===== config.mk =====
export PLATFORM = sky130hd
export DESIGN_NAME = sqwave_sched
export DESIGN_NICKNAME = d
export VERILOG_FILES = /design/src/rtl/sqwave_sched.sv
export SDC_FILE = /design/constraint.sdc
export NUM_CORES = 1
export LEC_CHECK = 0
export ABC_AREA = 1
export CAP_MARGIN = 0
export CORE_UTILIZATION = 30
export DETAILED_ROUTE_END_ITERATION = 12
export PLACE_DENSITY_LB_ADDON = 0.12
export SETUP_SLACK_MARGIN = 0.05
export SYNTH_ARGS = -nofsm -noshare
export SYNTH_HDL_FRONTEND = slang
export SYNTH_HIERARCHICAL = 1
export SYNTH_SLANG_ARGS = --single-unit

===== constraint.sdc =====
create_clock -name clk -period 2.6 [get_ports clk]
set_input_delay 0.52 -clock clk [delete_from_list [all_inputs] [get_ports clk]]
set_output_delay 0.52 -clock clk [all_outputs]
set_load 0.01 [all_outputs]

===== src/rtl/sqwave_sched.sv =====
// sqwave_sched: multi-channel square-wave scheduler with a single-entry
// config shadow. New half-periods land on a period boundary (or at once on
// an idle channel / sync), so a retune never produces a runt pulse.

// One wave channel: half-period register, phase counter and output level.
module sqwave_lane #(
  parameter int HALF_W = 16
) (
  input  logic              clk,
  input  logic              rst_n,
  input  logic              sync_i,
  input  logic              apply_i,
  input  logic [HALF_W-1:0] new_half_i,
  output logic              idle_o,
  output logic              period_end_o,
  output logic              wave_o,
  output logic              rise_o
);
  logic [HALF_W-1:0] half_q, half_d;
  logic [HALF_W-1:0] cnt_q, cnt_d;
  logic              out_q, out_d;
  logic              rise_q, rise_d;
  logic              at_top;

  assign at_top       = (cnt_q == half_q - HALF_W'(1));
  assign idle_o       = (half_q == '0);
  assign period_end_o = !idle_o && out_q && at_top;
  assign wave_o       = out_q;
  assign rise_o       = rise_q;

  // Next state: apply beats sync beats normal counting; idle holds low.
  always_comb begin
    half_d = half_q;
    cnt_d  = cnt_q;
    out_d  = out_q;
    if (apply_i) begin
      half_d = new_half_i;
      cnt_d  = '0;
      out_d  = 1'b0;
    end else if (sync_i || idle_o) begin
      cnt_d = '0;
      out_d = 1'b0;
    end else if (at_top) begin
      cnt_d = '0;
      out_d = !out_q;
    end else begin
      cnt_d = cnt_q + HALF_W'(1);
    end
    // Registered so it lines up with the first cycle the output reads 1.
    rise_d = out_d && !out_q;
  end

  // Channel state registers.
  always_ff @(posedge clk) begin
    if (!rst_n) begin
      half_q <= '0;
      cnt_q  <= '0;
      out_q  <= 1'b0;
      rise_q <= 1'b0;
    end else begin
      half_q <= half_d;
      cnt_q  <= cnt_d;
      out_q  <= out_d;
      rise_q <= rise_d;
    end
  end
endmodule

module sqwave_sched #(
  parameter int NCH    = 2,
  parameter int HALF_W = 16,
  localparam int CHW   = (NCH > 1) ? $clog2(NCH) : 1
) (
  input  logic              clk,
  input  logic              rst_n,
  input  logic              cfg_valid,
  output logic              cfg_ready,
  input  logic [CHW-1:0]    cfg_ch,
  input  logic [HALF_W-1:0] cfg_half,
  input  logic              sync,
  output logic [NCH-1:0]    wave_out,
  output logic [NCH-1:0]    wave_rise,
  output logic              busy
);
  logic              sh_full_q, sh_full_d;
  logic [CHW-1:0]    sh_ch_q, sh_ch_d;
  logic [HALF_W-1:0] sh_half_q, sh_half_d;
  logic [NCH-1:0]    apply, idle, pend_end;
  logic              sh_drop, sh_done;

  assign cfg_ready = !sh_full_q;
  assign busy      = sh_full_q;

  // Out-of-range targets are retired without touching any channel.
  assign sh_drop = sh_full_q && (32'(sh_ch_q) >= NCH);
  assign sh_done = sh_drop || (|apply);

  for (genvar i = 0; i < NCH; i++) begin : g_lane
    // Sync forces the pending entry in regardless of where the channel is.
    assign apply[i] = sh_full_q && (32'(sh_ch_q) == i) &&
                      (sync || idle[i] || pend_end[i]);

    sqwave_lane #(.HALF_W(HALF_W)) u_lane (
      .clk          (clk),
      .rst_n        (rst_n),
      .sync_i       (sync),
      .apply_i      (apply[i]),
      .new_half_i   (sh_half_q),
      .idle_o       (idle[i]),
      .period_end_o (pend_end[i]),
      .wave_o       (wave_out[i]),
      .rise_o       (wave_rise[i])
    );
  end

  // Shadow next state; accept only when empty, so load and retire never collide.
  always_comb begin
    sh_full_d = sh_full_q;
    sh_ch_d   = sh_ch_q;
    sh_half_d = sh_half_q;
    if (sh_done) sh_full_d = 1'b0;
    if (cfg_valid && !sh_full_q) begin
      sh_full_d = 1'b1;
      sh_ch_d   = cfg_ch;
      sh_half_d = cfg_half;
    end
  end

  // Shadow registers; reset discards any pending update.
  always_ff @(posedge clk) begin
    if (!rst_n) begin
      sh_full_q <= 1'b0;
      sh_ch_q   <= '0;
      sh_half_q <= '0;
    end else begin
      sh_full_q <= sh_full_d;
      sh_ch_q   <= sh_ch_d;
      sh_half_q <= sh_half_d;
    end
  end
endmodule


==> results of run 1 <==
[worst register-to-register path, stage by stage, from the launching register on]
cell     delay (ns)
dfxtp_2        0.34
inv_2          0.05
ha_4           0.26
or2_4          0.11
nand3_2        0.06
or2_0          0.22
nor2_1         0.11
nand3_1        0.10
nor2_2         0.11
nand2_1        0.08
nor2_2         0.11
nand2_1        0.06
nor2_1         0.10
nor2_1         0.04
nand2_1        0.13
nand2_2        0.10
inv_4          0.08
buf_12         0.12
inv_12         0.05
buf_8          0.12
nor2_4         0.09
nor2_2         0.03
[cell families after synthesis]
| logic type | after synthesis |
|---|---|
| adders and majority gates | 4 |
| xor gates and xnor gates | 46 |
| DFF | 86 |
| buffers and inverters | 105 |
| and+or+nand+nor | 442 |
| AOI/OAI and AO/OA | 80 |
[Yosys cell counts, drive strengths merged]
cell type	count
a21oi	23
nand3	53
nand3b	8
o21ai	55
o21bai	2
or2	6
nor2	179
buf	7
xnor2	20
nor3	8
xor2	26
nand2	178
inv	90
ha	4
clkbuf	8
nand4	10
dfxtp	86
[final timing paths]
check | depth (start not counted) | endpoint | slack, ns | from
max | 21 | g_lane[1].u_lane/half_q[12] | 0.04 | g_lane[1].u_lane/half_q[1]
min | 2 | g_lane[1].u_lane/cnt_q[12] | 0.51 | g_lane[1].u_lane/cnt_q[12]
max reg2reg | 21 | g_lane[1].u_lane/half_q[12] | 0.04 | g_lane[1].u_lane/half_q[1]
min reg2reg | 2 | g_lane[1].u_lane/cnt_q[12] | 0.51 | g_lane[1].u_lane/cnt_q[12]
[per-layer routing]
layer  wire, µm  vias to the layer above
met4        140                        0
met2       6514                       61
li1           -                     2597
met5          0                        -
met1       7375                     2214
met3        440                       12
[cell usage in the layout (no fill, tap or decap), types with 5 or more instances in the layout]
cell type	netlist	layout
nand2_1	171	166
inv_6	1	5
xor2_1	26	26
nor2_2	35	49
clkbuf_16	0	9
inv_2	9	13
o21ai_2	0	12
buf_6	1	6
nand2_2	4	7
o21ai_0	55	32
dfxtp_1	86	82
nand4_1	10	10
a21oi_1	23	9
buf_4	0	64
nor2_4	6	14
inv_1	80	70
xnor2_1	20	20
nand3_1	43	35
clkdlybuf4s50_1	0	26
nor3_2	6	6
nor2_1	138	116
o21ai_1	0	11
a21oi_2	0	14
nand3_2	8	15
nand3b_1	8	8
[report_power, final]
group	switching (mW)	internal, mW
combinational	0.808	0.584
sequential	0.0955	1.39
clock	0.620	0.867
[repair_timing]
item,4_1_cts,5_1_grt
gates cloned,2,0
resized for setup,73,69
setup buffers,5,4
pin swaps,15,36
setup endpoints to repair,68,69
[stage by stage]
step / hold WS (ns) / utilization [%] / power [mW]
2_1_floorplan: 0.4505 / - / 2.287
3_3_place_gp: 0.4847 / 36.34 / 2.702
3_5_place_dp: 0.4980 / 36.34 / 2.709
4_1_cts: 0.5073 / 40.12 / 4.303
5_1_grt: 0.5382 / 41.55 / 4.649
6_report: 0.5133 / 41.55 / 4.362
[layout make-up]
cell class              count  area [µm²]
repair buffers            102       908.4
clock buffers               9       225.2
clock inverters             7       108.9
fillers                  1760        9693
multi-input cells         574        3274
well taps                 220       275.3
inverters                  90       371.6
flip-flops and latches     86        1727
[state kept, by name, summed over array words and instances (netlist names)]
| signal | flops |
|---|---|
| g_lane.u_lane/cnt_q | 32 |
| g_lane.u_lane/half_q | 32 |
| sh_half_q | 16 |
| g_lane.u_lane/rise_o | 2 |
| g_lane.u_lane/wave_o | 2 |
| busy | 1 |
| sh_ch_q | 1 |
==> flow_summary.ini, run 1 <==
[yosys]
synth-simple-area-share_pct = 40.47
ys_seq_elements = 86
yosysWarnings = 6
muxShareOfSynthArea_pct = 0
synth.area.top_cells = dfxtp_1 (34%), nand2_1 (13%), nor2_1 (10%)
synth_top_area_share_pct = 33.73
synthCells = 763
syn_avg_cell_area_um2 = 6.691
synthesis.area_um2 = 5105
yosysTopAreaCell = dfxtp_1
synth_compound_area_share_pct = 7.941
synth_fa_ha_area_share_pct = 0.9804
synth_top_family_by_area = simple AND/OR/NAND/NOR gates
synth_cell_types = 30
ys_seq_area_share_pct = 33.73
yosys.area_share.xor_xnor_pct = 7.892
synthesis.nets = 788

[sta]
period_needed_ns = 2.558
worst_pin_slew_ns = 0.5974
final_max_slew_viol_count = 0
setup_viol_count_final = 0
slew_headroom_pct = 60.05
setup_tns_ns = 0
fmax_mhz = 390.9
hold_viol = 0
clock_skew_ns = 0.005247
timing.final.crit_share_pct = 98.40
layout_setup_ws_ns = 0.04151
rsz0062_at_grt = yes

[critical_path]
crit_path_max_fanout = 13
max_stage_delay_ns = 0.34
cp.arrival_ns = 2.81
path_cells = inv_2 > ha_4 > or2_4 > nand3_2 > or2_0 > nor2_1 > nand3_1 > nor2_2 > nand2_1 > nor2_2 > nand2_1 > nor2_1 > nor2_1 > nand2_1 > nand2_2 > inv_4 > buf_12 > inv_12 > buf_8 > nor2_4 > nor2_2
crit_family = simple AND/OR/NAND/NOR gates
cp-start-kind = flip-flop
path_buf_inv = 5
critPathRequiredTime_ns = 2.85
end_kind = flip-flop
cpMaxStageDelayCell = dfxtp_2
path_class = flip-flop to flip-flop

[routing]
antenna_left = 0
vias = 4884
drtIter0Drc = 257
drcViolationCount = 0
drt-pass1-iter-count = 4
wire_per_inst_um = 13.30
vias_per_cell = 4.489
finalWirelength_mm = 14.47

[floorplanning]
fp.coreArea_um2 = 16580
start_util_pct = 30.78
die_x_um = 132.4
row_count = 47
dieArea_um2 = 17540
die_h_um = 132.4
boundaryPins = 27

[cells_and_area]
final_area_um2 = 6890
drive_gt1_share_pct = 28.46
syn_to_final_growth_pct = 34.98
diodes = 0
finalNetCount = 888
stdcell_count = 1088

[clock_network]
htree_levels = 3
cts-root-buf = clkbuf_16
clk_latency_ns = 0.35
numCtsBuffers = 9
cts_max_path_buffers = 2
cts_tree = done
path_clk_slew_ns = 0.07
cts_hold_buf = 0
clkSinkCount = 86

[pwr]
powerDensity_nw_per_um2 = 633.0
leakagePower_nw = 2.922
ir_drop_mv = 0.4892

[global_routing]
met2_usage_pct = 27.46
grt_pass1_wl_mm = 24.01
overflow = 0
grt_max_degree = 40
grtUsageMet3_pct = 3.257
grt_use_total_pct = 17.42
busiest_layer = met2
antenna_found_initial = 0
grt_pass1_vias = 4694
met1_usage_pct = 24.39

[placement]
dp_cells = 1061
gp_congestion = 0.8664
io_buffers = 26
placed_cell_area_um2 = 6027
dp_worst_setup_slack_ns = -0.2499
dp_hpwl_mm = 10.96

[hold_path]
hold_class = flip-flop to flip-flop

[outcome]
status = finished clean

[flow_run]
max-cap-violations = 0
Note: power is estimated with default switching activity, not from simulation.
==> inputs of run 2 (changes only) <==
Settings changed: HOLD_SLACK_MARGIN from default to 0.05.
==> results of run 2 <==
No change in the layout: final DEF, timing and power equal those of run 1.
